## src/rtl/mul_feed_769.sv

```systemverilog
// Shift-add modular-multiply front end for the mod-769 Barrett reducer: a*b folded to 19 bits.
// Optional operand range reduction and err_range pulse under MUL_FEED_769_RANGE_CHECK_EN.
module mul_feed_769 #(
  parameter int Q     = 769,
  parameter int W_IN  = 10,
  parameter int W_OUT = 19
) (
  input  logic             clk,
  input  logic             rst,
  input  logic             in_valid,
  output logic             in_ready,
  input  logic [W_IN-1:0]  a,
  input  logic [W_IN-1:0]  b,
  output logic             out_valid,
  input  logic             out_ready,
  output logic [W_OUT-1:0] dout,
  output logic             busy,
  output logic             err_range
);

  localparam int ACC_W = 2 * W_IN;
  localparam logic [1:0] S_IDLE = 2'd0;
  localparam logic [1:0] S_MUL  = 2'd1;
  localparam logic [1:0] S_FOLD = 2'd2;
  localparam logic [1:0] S_HOLD = 2'd3;
  // Largest multiple of Q below 2^19; subtracting it pulls any 20-bit product under 2^19.
  localparam logic [ACC_W-1:0] FOLD_K = ACC_W'(Q * 681);
  localparam logic [3:0] CNT_LAST = 4'(W_IN - 1);

  logic [1:0]       state_q, state_d;
  logic [W_IN-1:0]  ra_q, ra_d, rb_q, rb_d;
  logic [ACC_W-1:0] acc_q, acc_d;
  logic [3:0]       cnt_q, cnt_d;
  logic [W_OUT-1:0] dout_q, dout_d;

  function automatic logic [W_OUT-1:0] fold(input logic [ACC_W-1:0] x);
    return x[ACC_W-1] ? W_OUT'(x - FOLD_K) : x[W_OUT-1:0];
  endfunction

`ifdef MUL_FEED_769_RANGE_CHECK_EN
  logic err_q, err_d;

  function automatic logic [W_IN-1:0] range_fix(input logic [W_IN-1:0] op);
    return (op >= W_IN'(Q)) ? op - W_IN'(Q) : op;
  endfunction
`endif

  always_comb begin
    state_d = state_q;
    ra_d    = ra_q;
    rb_d    = rb_q;
    acc_d   = acc_q;
    cnt_d   = cnt_q;
    dout_d  = dout_q;
`ifdef MUL_FEED_769_RANGE_CHECK_EN
    err_d   = 1'b0;
`endif
    case (state_q)
      S_IDLE: begin
        if (in_valid) begin
`ifdef MUL_FEED_769_RANGE_CHECK_EN
          ra_d  = range_fix(a);
          rb_d  = range_fix(b);
          err_d = (a >= W_IN'(Q)) || (b >= W_IN'(Q));
`else
          ra_d  = a;
          rb_d  = b;
`endif
          acc_d   = '0;
          cnt_d   = '0;
          state_d = S_MUL;
        end
      end
      S_MUL: begin
        if (rb_q[cnt_q]) acc_d = acc_q + (ACC_W'(ra_q) << cnt_q);
        cnt_d = cnt_q + 4'd1;
        if (cnt_q == CNT_LAST) state_d = S_FOLD;
      end
      S_FOLD: begin
        dout_d  = fold(acc_q);
        state_d = S_HOLD;
      end
      default: begin
        if (out_ready) state_d = S_IDLE;
      end
    endcase
  end

  always_ff @(posedge clk) begin
    if (rst) begin
      state_q <= S_IDLE;
      cnt_q   <= '0;
      dout_q  <= '0;
    end else begin
      state_q <= state_d;
      cnt_q   <= cnt_d;
      dout_q  <= dout_d;
    end
  end

  // Operand and accumulator registers are always reloaded at capture, so they need no reset.
  always_ff @(posedge clk) begin
    ra_q  <= ra_d;
    rb_q  <= rb_d;
    acc_q <= acc_d;
  end

`ifdef MUL_FEED_769_RANGE_CHECK_EN
  always_ff @(posedge clk) begin
    if (rst) err_q <= 1'b0;
    else     err_q <= err_d;
  end
  assign err_range = err_q;
`else
  assign err_range = 1'b0;
`endif

  assign in_ready  = (state_q == S_IDLE);
  assign out_valid = (state_q == S_HOLD);
  assign busy      = (state_q != S_IDLE);
  assign dout      = dout_q;

endmodule

```

## config.mk

```make
export PLATFORM = sky130hd
export DESIGN_NAME = mul_feed_769
export DESIGN_NICKNAME = d
export VERILOG_FILES = /design/src/rtl/mul_feed_769.sv
export SDC_FILE = /design/constraint.sdc
export NUM_CORES = 1
export LEC_CHECK = 0
export ABC_AREA = 1
export BUFFER_PORTS_ARGS = -buffer_cell sky130_fd_sc_hd__buf_2
export CORE_MARGIN = 4
export CORE_UTILIZATION = 45
export CTS_BUF_LIST = sky130_fd_sc_hd__clkbuf_16
export CTS_CLUSTER_SIZE = 8
export DETAILED_ROUTE_END_ITERATION = 6
export PLACE_DENSITY = 0.67
export RECOVER_POWER = 25
export REMOVE_ABC_BUFFERS = 1
export SYNTH_ARGS = -nofsm -noshare
export SYNTH_HDL_FRONTEND = slang
export SYNTH_SLANG_ARGS = --single-unit
```

## constraint.sdc

```tcl
create_clock -name clk -period 3.2 [get_ports clk]
set_clock_uncertainty 0.2 [all_clocks]
set_input_delay 0.32 -clock clk [delete_from_list [all_inputs] [get_ports clk]]
set_output_delay 0.32 -clock clk [all_outputs]
set_load 0.02 [all_outputs]
```

-- After elaboration in Yosys (flattened, before gate mapping)
Index checks and enable logic that the tools add are counted.
- add/subtract/negate cells: 3
- order comparisons: 1
- equal/unequal tests: 7
- shift operators: 1
- mux-type cells: 12
- reductions and logical operators: 8
- operators by type and width (operator ; count):
    2-to-1 mux 20 bit ; 2
    case mux 20 bit (2 select lines) ; 1
    adder 20 bit ; 1
    left shift 10 x 4 -> 20 bit ; 1
    2-to-1 mux 19 bit ; 1
    subtractor 19 bit (second input constant) ; 1
    case mux 4 bit (2 select lines) ; 1
    2-to-1 mux 2 bit ; 3
    inequality test 2 bit (second input constant) ; 3
    case mux 2 bit (3 select lines) ; 1
    AND reduction 3 bit ; 2
    less-than comparator 4 x 5 -> 1 bit (second input constant) ; 1
    adder 4 x 1 -> 4 bit (second input constant) ; 1
    binary-select mux 1 bit (select 4 bit) ; 1
    == test 2 bit (second input constant) ; 2
    == test 4 bit (second input constant) ; 1
    2-to-1 mux 4 bit ; 1
    AND reduction 2 bit ; 2
    nonzero test 2 bit ; 2
    nonzero test 4 bit ; 1
    == test 2 x 1 -> 1 bit (second input constant) ; 1
    logical NOT 2 bit ; 1
    2-to-1 mux 1 bit ; 1
- register bits after elaboration: 65
- bits of input ports: 24
- output and inout port bits: 23

-- Depth between registers and ports, before layout
Gate-level depths: netlist of the first run.
- depth after elaboration: 4
- gate-level depth with buffers: 24

-- Worst setup path after synthesis of the first run
OpenSTA, ideal clock, no wires.
- path kind: reg2reg
- start: register cnt_q[0]
- end: register acc_q[19], data pin
- library setup time: 0.254 ns
- arrival time: 2.218 ns
- setup slack: 0.528 ns
- stages on the path, launching flop included: 20
- period minus slack after synthesis: 2.672 ns
- path through: dfxtp_1 > buf_6 > or2_2 > o21ai_2 > nand2_1 > a31oi_1 > o22ai_1 > ha_1 > nand2_1 > inv_1 > nand2_1 > nand2_1 > inv_1 > nand2_1 > nand2_1 > nand2_1 > nor2_1 > nand2_1 > nand2_1 > nor2_2
- cells in the longest elaborated chain, start to end: 4
- ends and longest elaborated chain (what ; line ; text):
    from (decl) ; 33 ; logic [3:0] cnt_q, cnt_d;
    from (signal assigned) ; 96 ; cnt_q <= cnt_d;
    left shift 10 x 4 -> 20 bit ; 75 ; if (rb_q[cnt_q]) acc_d = acc_q + (ACC_W'(ra_q) << cnt_q);
    adder 20 bit ; 75 ;
    2-to-1 mux 20 bit ; 75 ;
    case mux 20 bit (2 select lines) ; 58 ; case (state_q)
    to (signal assigned) ; 105 ; acc_q <= acc_d;
    to (decl) ; 32 ; logic [ACC_W-1:0] acc_q, acc_d;
No other way between the ends. The select of a mux whose other input is x is not followed.
A chain may end at the register's enable or synchronous reset.

-- Worst setup path in the final report of the first run
- start: register cnt_q[0]
- end: register acc_q[18], data pin
Same word-level chain as after synthesis.

==> results of run 1 <==
-- power by group through the flow --
stage               registers [mW]  clock network [mW]  logic (mW)
global placement              1.60                   0        3.08
floorplan                     1.64                   0        2.23
CTS                           1.60               0.980        3.19
detailed placement            1.61                   0        3.14
global route                  1.65                1.02        3.69
finish                        1.60               0.962        3.25
-- path summary, 6_finish.rpt --
path                                             from                       to  cells past startpoint
worst max-delay path            cnt_q[0]$_SDFFE_PP0P_  acc_q[18]$_SDFFCE_PN0P_                     16
worst min-delay path                              rst    cnt_q[1]$_SDFFE_PP0P_                      2
worst max register to register  cnt_q[0]$_SDFFE_PP0P_  acc_q[18]$_SDFFCE_PN0P_                     16
worst min register to register   dout[5]$_SDFFE_PP0P_     dout[5]$_SDFFE_PP0P_                      2
-- repair_timing --
item / 4_1_cts / 5_1_grt
gates resized for setup: 0 / 11
hold buffers: 20 / 0
endpoints found under the setup margin: 0 / 9
hold endpoints to repair: 20 / 0
buffers inserted: 0 / 4
-- metal layers --
| metal | vias to the layer above | part of all wire, % |
|---|---|---|
| met5 | - | 0 |
| met2 | 119 | 46 |
| met3 | 16 | 5.7 |
| met4 | 0 | 2.0 |
| met1 | 1957 | 47 |
| li1 | 2278 | - |
-- cells by family after synthesis --
group | after synthesis
fa+ha+maj | 27
xor+xnor | 7
mux | 1
flops | 65
compound gates | 127
simple gates | 319
other cells | 1
buf+inv | 98
-- per-stage QoR --
stage	instance area, um2	power (mW)	instances	utilization, %	setup WS, ns
global placement	4920	4.67	811	50.1	0.263
CTS	5410	5.77	847	55.1	0.192
finish	5450	5.81	851	55.5	0.223
global route	5450	6.35	851	55.5	-0.00881
floorplan	4450	3.87	623	-	0.283
detailed placement	4920	4.75	811	50.1	0.200
-- sequential cells by signal, summed over array words and instances, names as in the netlist --
register,cells
acc_q,20
dout,19
ra_q,10
rb_q,10
cnt_q,4
state_q,2
-- cell usage in the layout (no fill, tap or decap), types with 8 or more instances in the layout --
cell type / Yosys / routed
buf_2: 9 / 34
clkbuf_1: 5 / 11
clkbuf_16: 0 / 9
dfxtp_1: 25 / 23
a21oi_1: 49 / 49
nand2_2: 7 / 9
nand3_1: 44 / 44
edfxtp_1: 40 / 40
inv_1: 72 / 71
o21ai_0: 41 / 40
ha_1: 26 / 24
nand2_1: 173 / 171
nor3_1: 8 / 8
dlygate4sd3_1: 0 / 20
buf_4: 4 / 14
nor2_1: 70 / 68
-- critical path, stage by stage (launching register included) --
cell     delay [ns]
dfxtp_2        0.35
buf_4          0.18
or2_2          0.31
o21ai_2        0.08
nand2_2        0.07
a31oi_2        0.19
o22ai_1        0.11
ha_1           0.41
nand2_1        0.10
inv_1          0.08
nand2_1        0.07
nor2_1         0.10
nand2_1        0.07
nand3_2        0.13
nand2_1        0.09
a21oi_1        0.13
nor2_1         0.06
-- final cells by class --
cell class                      count  area [um2]
Fill cell                         970        4370
Multi-Input combinational cell    482        2490
Sequential cell                    65        1700
Timing Repair Buffer               79         517
Inverter                           76         292
Clock buffer                        9         225
Tap cell                          133         166
Clock inverter                      7        61.3
==> qor.yml, run 1 <==
status: "finished, final reports clean"
cts_buffers: 9
synth-main-ff-cell: "edfxtp_1"
core_area_mm2: 0.00982
synth-seq-area-share_pct: 37.2
cts.sinks: 65
rows: 36
clk_path_buf_depth: 2
ys_types: 44
synth.area.mux_share_pct: 0.219
path_class: "flip-flop to flip-flop"
met3_usage_pct: 4.38
grt_overflow: 0
synth_top_family_by_area: "simple AND/OR/NAND/NOR gates"
finalNetCount: 764
ys_warn_count: 0
p_switching_mw: 2.88
drc_errors: 0
synth-async-reset-ratio_pct: 0
holdWs_ns: 0.0868
drt_pass1_iterations: 6
clkTransAtPathRegs_ns: 0.05
crit_required_ns: 3.09
clock.fmax_mhz: 336
die_w_um: 109
sw_frac_of_total_pct: 49.6
pwr-share-clk_pct: 16.6
die_h_um: 109
synth.top_cell.area_share_pct: 26.2
synth_area_mm2: 0.00458
setup_viol_count_final: 0
grt_max_degree: 25
numPortBuffers: 45
grt_use_met1_pct: 28.0
rrSetupSlack_ns: 0.22
synth-compound-area-share_pct: 15.5
initial_core_util_pct: 46.6
die-area_mm2: 0.0119
grt_util_met2_pct: 33.5
pwr_density_cell_mw_per_mm2: 1070
avgSynthCellArea_um2: 7.10
pin_count: 47
period_minus_slack_ns: 2.98
grt-busiest-layer: "met2"
ys_seq_elements: 65
place.gp.congestion: 0.929
drive_gt1_share_pct: 13.2
yosysMostFrequentCell: "nand2_1"
power.internal_mw: 2.93
fin_setup_tns_ns: 0
grt_pass1_wl_um: 19200
grt_pass1_vias: 4028
cts_tree: "built"
clk_latency_ns: 0.33
p_comb_share_pct: 55.9
path_max_fanout: 12
syn2layout_area_growth_pct: 19.1
relSlewSlack_pct: 53.0
drt_iter0_markers: 353
synth-adder-area-share_pct: 7.54
drt-vias-per-instance: 5.14
grt_antenna_before_repair: 0
antennaDiodeCount: 0
wl_per_cell_um: 13.7
p_leak_nw: 2.60
synth_simple_gate_area_share_pct: 29.2
synth-edff-count: 40
postRouteAntennaNets: 0
ctsRootBufferMaster: "clkbuf_16"
final_max_slew_viol_count: 0
netlist_instances: 645
ys_top_cells_by_count: "173 x nand2_1, 72 x inv_1, 70 x nor2_1"
vdd_drop_max_v: 0.000387
htree_num_levels: 3
worst_pin_slew_ns: 0.705
maxCapViolCount: 0
grt.total_usage_pct: 20.7
vias: 4370
fin_crit_sh_pct: 93.0
hold_viol: 0
synth-xor-area-share_pct: 1.34
startpoint_type: "flip-flop"
wl_um: 11600
synth_area_leaders: "edfxtp_1 26%, nand2_1 14%, dfxtp_1 11%"
dp_hpwl_um: 8740
worstSetupEndpointType: "flip-flop"
cp_data_arrival_time_ns: 2.87
yosysTopAreaCell: "edfxtp_1"
hp-class: "primary input to flip-flop"
power_frac_seq_pct: 27.6
(Power assumes the default switching activity.)
==> run 2: changes to the inputs <==
ABC_CLOCK_PERIOD_IN_PS = 3200   (was unset)
CELL_PAD_IN_SITES_DETAIL_PLACEMENT = 0   (was unset)
CELL_PAD_IN_SITES_GLOBAL_PLACEMENT = 1   (was unset)
CORE_UTILIZATION = 43   (was 45)
PLACE_DENSITY = 0.83   (was 0.67)
==> run 2 against run 1 <==
Effect of this change:
- setup slack better by 0.038 ns
- largest cell class unchanged
- first-iteration DRC count fell by 37%
- sequential cell count unchanged
- wire length grew 1.3%
- combinational power is essentially flat
- cell area grew 0.48%
- total power rose by 2.5%
- critical path depth down 1
- global-route usage fell by 0.71 points
- non-clock buffer count unchanged
==> qor.yml, run 2 (synthesis results as in run 1) <==
syn2layout_area_growth_pct: 19.7
numPortBuffers: 45  # unchanged
grt_pass1_wl_um: 20400  # +6.3%
clock.fmax_mhz: 340  # +1.3%
place.gp.congestion: 0.894  # -3.8%
rsz0062_at_grt: "no"
maxCapViolCount: 0  # unchanged
grt_antenna_before_repair: 0  # unchanged
final-seq-area_mm2: 0.00171  # about the same
regToRegEndpoint: "acc_q[14]$_SDFFCE_PN0P_"
cts_buffers: 9  # unchanged
cts.sinks: 65  # unchanged
vias: 4361  # -0.21%
path_class: "flip-flop to flip-flop"
pwr-share-clk_pct: 18.3  # +1.7 points
antennaDiodeCount: 0  # unchanged
fillers: 1013  # +4.4%
fin_crit_sh_pct: 91.8  # -1.2 points
clk_path_buf_depth: 2  # unchanged
hold_path_depth: 2  # unchanged
largest_register: "acc_q"
period_minus_slack_ns: 2.94  # -0.0379 ns
worst_pin_slew_ns: 0.687  # -0.0184 ns
status: "finished, final reports clean"
path_max_fanout: 10  # -2
reg2reg_depth: 15  # -1
drt_iter0_markers: 224  # -37%
htree_num_levels: 3  # unchanged
placed_cells: 816  # +0.62%
postRouteAntennaNets: 0  # unchanged
cp_data_arrival_time_ns: 2.83  # -0.04 ns
setup_viol_count_final: 0  # unchanged
ctsRootBufferMaster: "clkbuf_16"
vdd_drop_max_v: 0.000479  # +24%
power_frac_seq_pct: 27.0  # -0.6 points
clkTransAtPathRegs_ns: 0.06  # about the same
worstSetupEndpointType: "flip-flop"
wl_per_cell_um: 13.8  # +0.92%
hold_viol: 0  # unchanged
p_leak_nw: 2.62  # +0.83%
rows: 37  # +2.8%
core_area_mm2: 0.0104  # +5.6%
initial_core_util_pct: 44.1  # -2.5 points
relSlewSlack_pct: 54.2  # +1.2 points
fin_setup_tns_ns: 0  # unchanged
startpoint_type: "flip-flop"
fin_cells: 854  # +0.35%
largest_reg_flops: 20  # unchanged
layout_common_cells: "173 x nand2_1, 72 x inv_1, 70 x nor2_1"
cts_tree: "built"
finalNetCount: 764  # unchanged
power.internal_mw: 3.03  # +3.5%
clk_latency_ns: 0.33  # about the same
place_area_mm2: 0.00494  # +0.38%
wl_um: 11800  # +1.3%
multiInputGateArea_mm2: 0.00247  # -0.70%
finish.instance_area_mm2: 0.00548  # +0.48%
final_common_cell: "nand2_1"
grt.total_usage_pct: 20.0  # -0.71 points
finalPower_mw: 5.95  # +2.5%
final_max_slew_viol_count: 0  # unchanged
pin_count: 47  # unchanged
crit_required_ns: 3.09  # about the same
dp_hpwl_um: 8950  # +2.4%
pwr_density_cell_mw_per_mm2: 1090  # +2.0%
grt_pass1_vias: 4321  # +7.3%
p_switching_mw: 2.92  # +1.5%
drt-vias-per-instance: 5.11  # -0.56%
die-area_mm2: 0.0124  # +4.3%
hp-class: "primary input to flip-flop"
r2r-start: "cnt_q[0]$_SDFFE_PP0P_"
rrSetupSlack_ns: 0.26  # +0.04 ns
drive_gt1_share_pct: 12.4  # -0.84 points
drc_errors: 0  # unchanged
grt_overflow: 0  # unchanged
sw_frac_of_total_pct: 49.1  # -0.49 points
drt_pass1_iterations: 6  # unchanged
hold_path_startpoint: "rst"
grt_max_degree: 38  # +52%
die_h_um: 111  # +2.1%
die_w_um: 111  # +2.1%
p_comb_share_pct: 54.6  # -1.3 points
holdPathEnd: "state_q[0]$_SDFFE_PP0P_"
## run 2: cell count changes in the layout (fill, tap and decap cells not counted), sizes merged
cell | before | now
clkinvlp | 1 | 0
clkinv | 6 | 2
inv | 75 | 79
bufinv | 1 | 2
## run 2: layout make-up
class | count | share of cell area (%)
clock buffer | 9 | 4.11
clock inverter | 7 | 1.83
inverter | 76 | 5.25
multi-input combinational | 482 | 45.1
sequential | 65 | 31.1
tap | 136 | 3.11
timing repair buffer | 79 | 9.50
## run 2: worst max path at each step
stage | startpoint | to | depth (start not counted)
6_report | cnt_q[0]$_SDFFE_PP0P_ | acc_q[14]$_SDFFCE_PN0P_ | 15
5_1_grt | cnt_q[0]$_SDFFE_PP0P_ | acc_q[19]$_SDFFCE_PN0P_ | 20
4_1_cts | cnt_q[0]$_SDFFE_PP0P_ | acc_q[14]$_SDFFCE_PN0P_ | 17
3_5_place_dp | cnt_q[0]$_SDFFE_PP0P_ | acc_q[14]$_SDFFCE_PN0P_ | 17
3_3_place_gp | cnt_q[0]$_SDFFE_PP0P_ | acc_q[18]$_SDFFCE_PN0P_ | 17
2_1_floorplan | cnt_q[0]$_SDFFE_PP0P_ | acc_q[19]$_SDFFCE_PN0P_ | 20
## run 2: repair_timing
| item | 4_1_cts | 5_1_grt |
|---|---|---|
| endpoints found under the hold margin | 20 | 0 |
| gates resized for setup | 0 | 5 |
| hold buffers | 20 | 0 |
| setup endpoints to repair | 0 | 12 |
| buffers inserted | 0 | 2 |
## run 2: layer usage
metal / global-route usage [%] / vias up / routed length [um]
li1: - / 2288 / -
met1: 25.0 / 1954 / 5450
met2: 34.5 / 96 / 5610
met3: 4.59 / 23 / 501
met4: 5.92 / 0 / 232
met5: 0 / - / 0
## run 2: power groups by stage
| stage | logic, mW | clock network (mW) | registers (mW) |
|---|---|---|---|
| 5_1_grt | 3.71 | 1.15 | 1.66 |
| 3_3_place_gp | 3.14 | 0 | 1.61 |
| 3_5_place_dp | 3.18 | 0 | 1.62 |
| 2_1_floorplan | 2.23 | 0 | 1.64 |
| 4_1_cts | 3.22 | 1.10 | 1.60 |
| 6_report | 3.25 | 1.09 | 1.61 |
## run 2: through the flow
step	hold WS (ns)	util [%]	worst slack, ns
after floorplan	0.198	-	0.283
after global placement	0.258	47.6	0.179
after detailed placement	0.260	47.6	0.0320
after CTS	0.131	52.7	0.0299
after global routing	0.142	52.8	0.0000477
final	0.129	52.8	0.261
## run 2: worst max-delay path: stages, from the launching register on
cell,delay [ns]
dfxtp_4,0.39
or2_2,0.31
o21ai_2,0.07
nand2_1,0.08
a31oi_1,0.25
o22ai_1,0.13
ha_1,0.37
nand2_1,0.13
inv_1,0.10
nand2_1,0.06
nor2_1,0.11
nand2_1,0.08
nand3_2,0.14
nand2_1,0.08
a21oi_1,0.13
nor2_1,0.06
==> run 3: changes to the inputs <==
ABC_AREA = unset   (was 1)
CORE_UTILIZATION = 46   (was 43)
PLACE_DENSITY = 0.84   (was 0.83)
==> run 3 against run 2 <==
Effect of this change:
- register-to-register slack got worse by 0.22 ns
- synthesized cell count fell by 28%
- die area fell by 10%
- maximum frequency fell by 7.0%
- wire length fell by 8.7%
- total power rose by 1.9%
- first-iteration DRC count rose by 17%
- critical path type unchanged
- critical endpoint is now acc_q[19]$_SDFFCE_PN0P_
==> qor.yml, run 3 <==
period_minus_slack_ns: 3.16  # +0.223 ns
vdd_drop_max_v: 0.000428  # -11%
critPathTopFamily: "simple AND/OR/NAND/NOR gates"
initial_core_util_pct: 47.3  # +3.1 points
clock.fmax_mhz: 316  # -7.0%
path_cells: "buf_4, mux2_2, o21ai_4, nor2_1, a31oi_1, o22ai_1, ha_2, and4_4, and2_4, and3_4, nand3_2, o21ai_2, mux2i_1"
status: "finished, final reports clean"
setup_ws_ns: 0.0382  # -0.223 ns
synth-seq-area-share_pct: 39.0  # +1.8 points
core_area_mm2: 0.00924  # -11%
layout_common_cells: "56 x buf_4, 47 x nor2_1, 45 x nand2_1"
syn2layout_area_growth_pct: 33.4
pre_cts_slack_ns: -0.291  # -0.323 ns
dp_hpwl_um: 7400  # -17%
synth_area_mm2: 0.00437  # -4.6%
rsz0062_at_grt: "yes"
ys_seq_elements: 65  # unchanged
synth-main-ff-cell: "edfxtp_1"
postRouteAntennaNets: 0  # unchanged
antennaDiodeCount: 0  # unchanged
pin_count: 47  # unchanged
cts_tree: "built"
grt.total_usage_pct: 19.1  # -0.88 points
ctsRootBufferMaster: "clkbuf_16"
relSlewSlack_pct: 46.5  # -7.8 points
clk_path_buf_depth: 2  # unchanged
slowest_stage: "ha_2"
grt_pass1_vias: 3608  # -17%
synth-edff-count: 40  # unchanged
grt_antenna_before_repair: 0  # unchanged
worst-path-buf-inv: 1  # unchanged
path_max_fanout: 7  # -3
cts.sinks: 65  # unchanged
vias: 3838  # -12%
final_common_cell: "buf_4"
startpoint_type: "flip-flop"
cpPeakStageDelay_ns: 0.40  # about the same
yosysMostFrequentCell: "nor2_1"
path_class: "flip-flop to flip-flop"
cts_buffers: 9  # unchanged
drt_pass1_iterations: 5  # -1
holdWs_ns: 0.221  # +0.0922 ns
p_leak_nw: 2.32  # -12%
drc_errors: 0  # unchanged
die-area_mm2: 0.0111  # -10%
hp-class: "primary input to flip-flop"
setup_viol_count_final: 0  # unchanged
synth.top_cell.area_share_pct: 27.5  # +1.3 points
grt_overflow: 0  # unchanged
die_w_um: 105  # -5.2%
ys_types: 54  # +23%
rows: 35  # -5.4%
numPortBuffers: 45  # unchanged
ys_top_cells_by_count: "48 x nor2_1, 47 x nand2_1, 40 x edfxtp_1"
crit_required_ns: 3.18  # +0.09 ns
wl_per_cell_um: 15.2  # +10%
die_h_um: 105  # -5.2%
pwr_density_cell_mw_per_mm2: 1040  # -4.2%
maxCapViolCount: 0  # unchanged
place.gp.congestion: 0.912  # +2.1%
avgSynthCellArea_um2: 9.39  # +32%
largest_register: "acc_q"
fin_setup_tns_ns: 0  # unchanged
grt_max_degree: 40  # +5.3%
placed_cells: 665  # -19%
cp_data_arrival_time_ns: 3.15  # +0.32 ns
drive_gt1_share_pct: 29.4  # +17 points
largest_reg_flops: 20  # unchanged
yosysTopAreaCell: "edfxtp_1"
htree_num_levels: 3  # unchanged
drt-vias-per-instance: 5.42  # +6.2%
fin_cells: 708  # -17%
final_max_slew_viol_count: 0  # unchanged
finalNetCount: 625  # -18%
wl_um: 10800  # -8.7%
drt_iter0_markers: 262  # +17%
worst_pin_slew_ns: 0.803  # +0.117 ns
grt_pass1_wl_um: 17300  # -15%
fin_crit_sh_pct: 98.8  # +7.0 points
netlist_instances: 465  # -28%
clk_latency_ns: 0.33  # about the same
ys_warn_count: 0  # unchanged
clkTransAtPathRegs_ns: 0.06  # about the same
synth_area_leaders: "edfxtp_1 28%, dfxtp_1 11%, ha_1 7.4%"
worstSetupEndpointType: "flip-flop"
hold_viol: 0  # unchanged
synth-async-reset-ratio_pct: 0  # unchanged
==> run 3: changes by cell type in the layout (fill, tap and decap cells not counted), sizes merged, moves of 8 or more <==
cell	before	now
nand2	180	47
inv	79	20
buf	48	94
a21oi	50	17
nand3	45	14
nor2	74	48
a211oi	2	23
o21ai	50	29
mux2i	1	19
and2	0	17
xor2	6	19
xnor2	1	10
mux2	0	8
nand2b	0	8
==> run 3: repair_timing <==
| action | 4_1_cts | 5_1_grt |
|---|---|---|
| buffers inserted | 2 | 5 |
| gates cloned | 0 | 0 |
| endpoints found under the setup margin | 13 | 13 |
| hold endpoints to repair | 20 | 0 |
| resized for setup | 17 | 62 |
| hold buffers | 20 | 0 |
| pin swaps | 10 | 25 |
==> run 3: area by class of cell <==
type	count	area, um2
clock buffer	9	225
fill	765	3410
multi-input combinational	358	2730
sequential	65	1710
inverter	17	63.8
clock inverter	7	75.1
timing repair buffer	123	870
tap	129	161
==> run 3: worst paths after layout <==
path	slack [ns]	end	cells past startpoint	start
worst max-delay path	0.04	acc_q[19]$_SDFFCE_PN0P_	13	ra_q[3]$_DFFE_PP_
worst min-delay path	0.22	state_q[0]$_SDFFE_PP0P_	3	out_ready
worst max register to register	0.04	acc_q[19]$_SDFFCE_PN0P_	13	ra_q[3]$_DFFE_PP_
worst min register to register	0.28	dout[11]$_SDFFE_PP0P_	2	dout[11]$_SDFFE_PP0P_
==> run 3: cells by family after synthesis <==
group	count (synthesis)	synth area share, %
mux	30	7.97
fa+ha+maj	27	7.91
compound gates	113	17.2
other cells	1	0.0859
simple gates	158	16.8
flops	65	39.0
xor+xnor	29	5.82
buf+inv	42	5.21
==> run 3: metal layers <==
| metal | global-route usage (%) | wire, um | part of all wire, % | vias to the layer above |
|---|---|---|---|---|
| met5 | 0 | 0 | 0 | - |
| li1 | - | - | - | 1906 |
| met4 | 5.44 | 182 | 1.7 | 0 |
| met3 | 3.67 | 557 | 5.2 | 27 |
| met2 | 33.2 | 5440 | 51 | 108 |
| met1 | 24.2 | 4590 | 43 | 1797 |
==> run 3: worst min-delay path: stages <==
cell,delay [ns]
buf_2,0.08
o311a_1,0.22
a211oi_1,0.09
==> run 3: metrics by stage <==
| stage | power [mW] | instance area, um2 | utilization, % |
|---|---|---|---|
| after detailed placement | 4.61 | 4970 | 53.8 |
| after floorplan | 3.51 | 4200 | - |
| after global routing | 6.54 | 5830 | 63.1 |
| final | 6.07 | 5830 | 63.1 |
| after CTS | 5.74 | 5550 | 60.1 |
| after global placement | 4.55 | 4970 | 53.8 |
==> run 3: power breakdown <==
part           internal, mW  leakage, nW  switching, mW
sequential             1.30        0.598          0.313
combinational          1.62         1.57           1.83
clock                 0.609        0.151          0.388
